===== src/rtl/fetch_stage.sv =====
// fetch_stage: RV32I instruction fetch with one outstanding request and IF/ID register
module fetch_stage #(
    parameter logic [31:0] RESET_PC  = 32'h0000_0000,
    parameter logic [31:0] NOP_INSTR = 32'h0000_0013
) (
    input  logic        clk,
    input  logic        rst,
    output logic        imem_req,
    output logic [31:0] imem_addr,
    input  logic        imem_rvalid,
    input  logic [31:0] imem_rdata,
    input  logic        stallF,
    input  logic        flushD,
    input  logic        br_taken,
    input  logic [31:0] br_target,
    output logic [31:0] AddrD,
    output logic [31:0] InstD,
    output logic        validD,
    output logic        fetch_busy
);
    typedef enum logic [2:0] {IDLE, ISSUE, WAIT, HOLD, DROP} state_e;

    state_e      state_q, state_d;
    logic [31:0] pc_q, pc_d;
    logic [31:0] hold_q, hold_d;
    logic [31:0] addr_q, addr_d;
    logic [31:0] inst_q, inst_d;
    logic        valid_q, valid_d;
    logic        deliver;
    logic [31:0] word;

    assign imem_req   = (state_q == ISSUE) && !br_taken;
    assign imem_addr  = pc_q;
    assign fetch_busy = (state_q == WAIT) || (state_q == DROP);
    assign AddrD      = addr_q;
    assign InstD      = inst_q;
    assign validD     = valid_q;

    // Fetch controller: next state, PC, hold buffer and delivery of a fetched word
    always_comb begin
        state_d = state_q;
        pc_d    = pc_q;
        hold_d  = hold_q;
        deliver = 1'b0;
        word    = hold_q;
        case (state_q)
            IDLE: begin
                state_d = ISSUE;
                if (br_taken) pc_d = br_target;
            end
            ISSUE: begin
                if (br_taken) pc_d = br_target;
                else state_d = WAIT;
            end
            WAIT: begin
                if (imem_rvalid) begin
                    if (br_taken) begin
                        pc_d    = br_target;
                        state_d = ISSUE;
                    end else if (stallF) begin
                        hold_d  = imem_rdata;
                        state_d = HOLD;
                    end else begin
                        deliver = 1'b1;
                        word    = imem_rdata;
                        pc_d    = pc_q + 32'd4;
                        state_d = ISSUE;
                    end
                end else if (br_taken) begin
                    pc_d    = br_target;
                    state_d = DROP;
                end
            end
            HOLD: begin
                if (br_taken) begin
                    pc_d    = br_target;
                    state_d = ISSUE;
                end else if (!stallF) begin
                    deliver = 1'b1;
                    pc_d    = pc_q + 32'd4;
                    state_d = ISSUE;
                end
            end
            DROP: begin
                if (br_taken) pc_d = br_target;
                if (imem_rvalid) state_d = ISSUE;
            end
            default: state_d = IDLE;
        endcase
    end

    // IF/ID register: flush beats stall, stall beats delivery, otherwise a bubble
    always_comb begin
        addr_d  = addr_q;
        inst_d  = NOP_INSTR;
        valid_d = 1'b0;
        if (!flushD && stallF) begin
            inst_d  = inst_q;
            valid_d = valid_q;
        end else if (!flushD && deliver) begin
            addr_d  = pc_q;
            inst_d  = word;
            valid_d = 1'b1;
        end
    end

    // State, PC, hold buffer and IF/ID registers with asynchronous active-low reset
    always_ff @(posedge clk or negedge rst) begin
        if (!rst) begin
            state_q <= IDLE;
            pc_q    <= RESET_PC;
            hold_q  <= '0;
            addr_q  <= '0;
            inst_q  <= NOP_INSTR;
            valid_q <= 1'b0;
        end else begin
            state_q <= state_d;
            pc_q    <= pc_d;
            hold_q  <= hold_d;
            addr_q  <= addr_d;
            inst_q  <= inst_d;
            valid_q <= valid_d;
        end
    end
endmodule


===== config.mk =====
export PLATFORM = sky130hd
export DESIGN_NAME = fetch_stage
export DESIGN_NICKNAME = d
export VERILOG_FILES = /design/src/rtl/fetch_stage.sv
export SDC_FILE = /design/constraint.sdc
export NUM_CORES = 1
export LEC_CHECK = 0
export BUFFER_PORTS_ARGS = -buffer_cell sky130_fd_sc_hd__buf_2
export CORE_ASPECT_RATIO = 0.9
export CORE_MARGIN = 2
export CORE_UTILIZATION = 51
export CTS_CLUSTER_DIAMETER = 200
export DETAILED_ROUTE_END_ITERATION = 10
export HOLD_SLACK_MARGIN = 0.15
export PLACE_DENSITY_LB_ADDON = 0.25
export SYNTH_ARGS = -nofsm -noshare
export SYNTH_HDL_FRONTEND = slang
export SYNTH_SLANG_ARGS = --single-unit

===== constraint.sdc =====
create_clock -name clk -period 2.1 [get_ports clk]
set_input_delay 0.21 -clock clk [delete_from_list [all_inputs] [get_ports clk]]
set_output_delay 0.21 -clock clk [all_outputs]
set_load 0.005 [all_outputs]

==> reports/metrics.yaml, run 1 <==
status: "completed"
cellPowerDensity_nw_per_um2: 1020
hold-path-cell-count: 4
fin_crit_sh_pct: 94.0
synth-edff-count: 0
seq_area_frac_synth_pct: 52.4
dieWidth_um: 121
post_cts_buffers: 0
synth_nets: 704
fp.dieH_um: 110
power.total_w: 0.00881
syn_to_final_growth_pct: 37.4
n_antenna_cell: 0
worstSetupEndpointType: "flip-flop"
antenna_left: 0
worstSetupPathType: "flip-flop to flip-flop"
drc: 0
antenna_found_initial: 0
cts.path.max_buffers: 2
rsz0062_at_grt: "false"
nets: 939
clkSlewWorstSetupHoldPaths_ns: 0.06
synth_ff_type: "dfrtp_1"
crit_arrival_ns: 2.32
dieArea_sq_um: 13300
wl_per_cell_um: 16.9
grt_pass1_vias: 5821
cts_root_buf: "clkbuf_16"
hold_viol_final: 0
via_per_inst: 5.54
ys_warn_count: 0
grt_max_degree: 65
period_needed_ns: 1.97
port_buffers: 168
track_usage_pct: 27.9
dp_slack_ns: 0.0955
yosysUniqueCellTypes: 61
final.setup.worst_slack_ns: 0.125
ir_drop_mv: 0.549
rows: 38
worstPathRequired_ns: 2.44
cts_buffers: 17
syn_avg_cell_area_sq_um: 9.97
grt_pass1_wl_um: 28800
path_max_fanout: 13
slew_violations: 0
insertion_delay_ns: 0.42
netlist_area_sq_um: 6310
netlist_instances: 633
h-tree-depth: 4
relSlewSlack_pct: 61.5
routed_wl_um: 17600
drt_iter0_markers: 436
coreArea_sq_um: 12100
fmax_ghz: 0.506
cap_violations: 0
gp_congestion: 0.909
io_pins: 169
async_reset_ff_share_pct: 100
ys_ff_latch: 132
grt_overflow_total: 0
reg2reg_depth: 6
cts.sinks: 132
hold_path_class: "primary input to flip-flop"
firstDrtPassIters: 5
start_util_pct: 52.2
fin_worst_skew_ns: 0.00564
tightest_slew_ns: 0.578
place.detailed.hpwl_um: 12000
tritoncts: "built"
layout-drive-gt1-share_pct: 32.9
start_kind: "flip-flop"
setup-tns-final_ns: 0
setup_violations: 0
p_leak_nw: 4.16
dr_total_vias: 5767
sequential cells by signal (all words and copies together) (netlist names):
name,cells
InstD,32
state_q,3
imem_addr,32
validD,1
AddrD,32
hold_q,32
metrics by stage:
| stage | area (sq um) | instances | hold slack [ns] | util [%] |
|---|---|---|---|---|
| final | 8670 | 1041 | 0.171 | 71.8 |
| after global routing | 8670 | 1041 | 0.177 | 71.8 |
| after CTS | 8670 | 1041 | 0.157 | 71.8 |
| after detailed placement | 7460 | 951 | 0.228 | 61.8 |
| after global placement | 7460 | 951 | 0.222 | 61.8 |
| after floorplan | 6310 | 633 | -0.0856 | - |
synthesized netlist by cell type (4+ instances only):
library cell,count,share of area [%]
inv_1,6,0.36
buf_2,14,1.1
nor3_1,16,1.3
nor2_1,26,1.5
a21oi_1,22,1.7
dfrtp_1,129,51
a31oi_1,5,0.50
buf_4,6,0.71
clkbuf_1,21,1.2
nand4_1,5,0.50
nor4_1,11,1.1
o21ai_0,46,3.6
nand3_1,19,1.5
a311oi_1,4,0.56
o32ai_1,5,0.69
nand2b_1,5,0.50
mux2_2,33,5.9
nand2_1,150,8.9
o22ai_1,5,0.50
mux2i_1,34,5.4
a22oi_1,4,0.48
power breakdown:
| group | switching [W] | internal [W] |
|---|---|---|
| logic | 0.00102 | 0.00104 |
| clock network | 0.00109 | 0.00202 |
| registers | 0.000429 | 0.00320 |
| total | 0.00254 | 0.00626 |
critical path, cell delays in order (launching register included):
cell and delay [ns]:
dfrtp_1 0.37, buf_4 0.15, and4b_1 0.27, nand4_4 0.23, or4_4 0.54, a21oi_1 0.18
a2bb2oi_1 0.16
per-layer routing:
| layer | GRT usage, % | wire length, um |
|---|---|---|
| met1 | 34.9 | 7400 |
| met2 | 47.3 | 8550 |
| met3 | 7.99 | 1420 |
| met4 | 9.03 | 216 |
| met5 | 0 | 0 |
area by class of cell:
type,count,area [sq um]
fillers,909,3410
flip-flops and latches,132,3310
multi-input cells,449,2780
repair buffers,262,1740
clock buffers,20,447
well taps,160,200
clock inverters,12,180
inverters,6,22.5
path summary, 6_finish.rpt:
kind                                          start                         to  slack [ns]
hold reg to reg               AddrD[26]$_DFFE_PN0P_      AddrD[26]$_DFFE_PN0P_        0.47
hold / removal                        br_target[30]  imem_addr[30]$_DFFE_PN0P_        0.17
setup / recovery           imem_addr[3]$_DFFE_PN0P_  imem_addr[25]$_DFFE_PN0P_        0.13
min in group asynchronous                       rst      InstD[11]$_DFFE_PN0N_        0.34
setup reg to reg           imem_addr[3]$_DFFE_PN0P_  imem_addr[25]$_DFFE_PN0P_        0.13
max in group asynchronous                       rst      AddrD[14]$_DFFE_PN0P_        1.08
what timing repair did:
item,4_1_cts,5_1_grt
gates resized for setup,0,1
endpoints found under the hold margin,145,0
hold buffers,58,0
setup endpoints to repair,0,1
placed cells by master (no fill, tap or decap), types with 3 or more instances in the layout:
master	Yosys	routed
buf_2	14	167
nand2_1	150	150
dfrtp_1	129	129
dlygate4sd3_1	0	58
o21ai_0	46	46
mux2i_1	34	34
mux2_2	33	33
buf_4	6	33
nor2_1	26	26
a21oi_1	22	22
nand3_1	19	19
clkbuf_16	0	17
nor3_1	16	16
nor4_1	11	10
inv_1	6	6
nand2b_1	5	5
nand4_1	5	5
a31oi_1	5	5
o22ai_1	5	5
o32ai_1	5	5
a311oi_1	4	4
a22oi_1	4	4
clkinv_4	0	4
bufinv_16	0	4
dfstp_2	3	3
nor4_4	3	3
nand3b_1	3	3
o311ai_0	3	3
o22a_1	3	3
buf_12	0	3
cell families (layout without fill, tap and decap cells):
| family | Yosys count | count (layout) | share of synthesized area [%] |
|---|---|---|---|
| simple gates | 262 | 262 | 20.4 |
| flops | 132 | 132 | 52.4 |
| compound gates | 119 | 119 | 11.9 |
| mux | 67 | 67 | 11.3 |
| buf+inv | 52 | 300 | 3.87 |
| fa+ha+maj | 1 | 1 | 0.198 |
(Power assumes the default switching activity.)
==> inputs of run 2 (changes only) <==
GPL_TIMING_DRIVEN = 0   (was default)
==> run 2 against run 1 <==
Compared with the run above: flip-flop and latch count unchanged; sequential power about the same; non-clock buffer count up 19; critical path depth up 2; hold slack worse by 0.0083 ns; maximum frequency down 3.3%; clock power about the same; via count up 3.3%; largest cell class unchanged.
==> reports/metrics.yaml, run 2 (synthesized netlist as in run 1, its figures left out) <==
worstPathRequired_ns: 2.36  # -0.08 ns
cp_top_family: "simple AND/OR/NAND/NOR gates"
drt_iter0_markers: 515  # +18%
p_sw_share_pct: 28.9  # about the same
cellPowerDensity_nw_per_um2: 1020  # about the same
worst-path-buf-inv: 3  # +2
gp_congestion: 0.916  # +0.74%
worstSetupPathType: "flip-flop to flip-flop"
track_usage_pct: 29.3  # +1.3 points
max_stage_delay_ns: 0.39  # -0.15 ns
grt_overflow_total: 0  # unchanged
final_common_cell: "buf_2"
final.setup.worst_slack_ns: 0.0573  # -0.0681 ns
place.detailed.hpwl_um: 12800  # +6.9%
routed_wl_um: 18900  # +7.3%
clock_power_share_pct: 35.2  # about the same
n_antenna_cell: 0  # unchanged
grt_pass1_vias: 5965  # +2.5%
most-common-layout-cells: "buf_2 (179), nand2_1 (150), dfrtp_1 (125)"
final_core_util_pct: 72.0  # +0.26 points
io_pins: 169  # unchanged
seqPwrFrac_pct: 41.1  # -0.2 points
crit_arrival_ns: 2.31  # about the same
crit_chain: "buf_4 > and4b_1 > buf_2 > nand4_4 > buf_4 > nor4_2 > mux2i_1 > a21oi_1"
r2r_start: "imem_addr[2]$_DFFE_PN0P_"
insertion_delay_ns: 0.42  # about the same
cts_buffers: 17  # unchanged
hold_path_class: "primary input to flip-flop"
internal_power_w: 0.00628  # +0.28%
firstDrtPassIters: 5  # unchanged
cp.depth: 8  # +2
worstSetupEndpointType: "flip-flop"
clkSlewWorstSetupHoldPaths_ns: 0.05  # about the same
crit_start: "imem_addr[2]$_DFFE_PN0P_"
placed_cells: 962  # +1.2%
grt_max_degree: 70  # +7.7%
p_comb_share_pct: 23.7  # +0.3 points
drc: 0  # unchanged
fp.dieH_um: 110  # unchanged
cts_root_buf: "clkbuf_16"
crit_slowest_cell: "dfrtp_2"
via_per_inst: 5.63  # +1.6%
wl_per_cell_um: 17.8  # +5.4%
period_needed_ns: 2.04  # +0.0681 ns
hold_ws_ns: 0.162  # -0.00835 ns
slew_violations: 0  # unchanged
dp_slack_ns: -0.168  # -0.263 ns
fmax_ghz: 0.490  # -3.3%
status: "completed"
rows: 38  # unchanged
antenna_found_initial: 0  # unchanged
start_kind: "flip-flop"
critPathMostFrequentCell: "buf_4"
dieWidth_um: 121  # unchanged
dpl_cell_area_sq_um: 7380  # -0.99%
grt_pass1_wl_um: 29800  # +3.2%
port_buffers: 168  # unchanged
fin_crit_sh_pct: 97.3  # +3.2 points
tightest_slew_ns: 0.846  # +0.268 ns
ff2ff_setup_slack_ns: 0.06  # -0.07 ns
dr_total_vias: 5960  # +3.3%
dieArea_sq_um: 13300  # unchanged
coreArea_sq_um: 12100  # unchanged
finalInstanceArea_sq_um: 8700  # +0.36%
h-tree-depth: 4  # unchanged
hold_viol_final: 0  # unchanged
setup_violations: 0  # unchanged
fin_worst_skew_ns: 0.00782  # +0.00218 ns
path_max_fanout: 10  # -3
p_leak_nw: 4.17  # +0.13%
reg2reg_to: "imem_addr[31]$_DFFE_PN0P_"
antenna_left: 0  # unchanged
cts.path.max_buffers: 2  # unchanged
tritoncts: "built"
reg2reg_depth: 8  # +2
start_util_pct: 52.2  # unchanged
cap_violations: 0  # unchanged
layout-drive-gt1-share_pct: 33.1  # +0.23 points
cts.sinks: 132  # unchanged
crit_end: "imem_addr[31]$_DFFE_PN0P_"
p_switching_w: 0.00255  # +0.24%
instances_no_fill: 1059  # +1.7%
ir_drop_mv: 0.704  # +28%
nets: 958  # +2.0%
relSlewSlack_pct: 43.4  # -18 points
syn_to_final_growth_pct: 37.9
==> run 2: cell types whose count changed in the layout (fill, tap and decap cells not counted), sizes merged <==
cell	change
clkbuf	+26
buf	-5
clkinv	-3
==> run 2: cell type report <==
| class | instances | area (sq um) |
|---|---|---|
| Fill cell | 901 | 3380 |
| Sequential cell | 132 | 3310 |
| Multi-Input combinational cell | 449 | 2790 |
| Timing Repair Buffer | 235 | 1520 |
| Clock buffer | 22 | 464 |
| Buffer | 46 | 244 |
| Tap cell | 160 | 200 |
| Clock inverter | 9 | 154 |
| Inverter | 6 | 22.5 |
==> run 2: worst min-delay path, cell delays in order <==
cell and delay [ns]:
buf_2 0.08, o22ai_1 0.07, a2bb2oi_1 0.17
==> run 2: metrics by stage <==
step | total power, W | setup TNS [ns]
5_1_grt | 0.00928 | -0.00157
4_1_cts | 0.00880 | -0.00265
6_report | 0.00883 | 0
2_1_floorplan | 0.00470 | 0
3_5_place_dp | 0.00560 | -3.23
3_3_place_gp | 0.00547 | -116.02
==> run 2: layer usage <==
layer | vias to the layer above | global-route usage, % | routed length [um]
li1 | 2758 | - | -
met1 | 2868 | 37.5 | 7890
met2 | 298 | 50.2 | 9270
met3 | 36 | 6.02 | 1430
met4 | 0 | 9.61 | 282
met5 | - | 0 | 0
==> run 2: how the worst min path moves through the flow <==
stage                           endpoint           from  depth (start not counted)  slack [ns]
2_1_floorplan       AddrD[0]$_DFFE_PN0P_            rst                          0       -0.09
3_3_place_gp    imem_addr[0]$_DFFE_PN0P_   br_target[0]                          3        0.40
3_5_place_dp       InstD[11]$_DFFE_PN0N_            rst                          1        0.25
4_1_cts        imem_addr[25]$_DFFE_PN0P_  br_target[25]                          3        0.15
5_1_grt        imem_addr[25]$_DFFE_PN0P_  br_target[25]                          3        0.15
6_report       imem_addr[25]$_DFFE_PN0P_  br_target[25]                          3        0.16
==> run 2: power groups by stage <==
stage,clock network (W),logic [W],registers [W]
6_report,0.00311,0.00209,0.00363
3_5_place_dp,0,0.00195,0.00365
3_3_place_gp,0,0.00187,0.00360
4_1_cts,0.00313,0.00205,0.00362
2_1_floorplan,0,0.00108,0.00362
5_1_grt,0.00325,0.00232,0.00371
==> run 2: repair_timing <==
item / 4_1_cts / 5_1_grt
hold endpoints to repair: 152 / 0
setup endpoints to repair: 44 / 90
buffers inserted: 0 / 8
hold buffers: 58 / 0
gates resized for setup: 7 / 27
pin swaps: 1 / 2
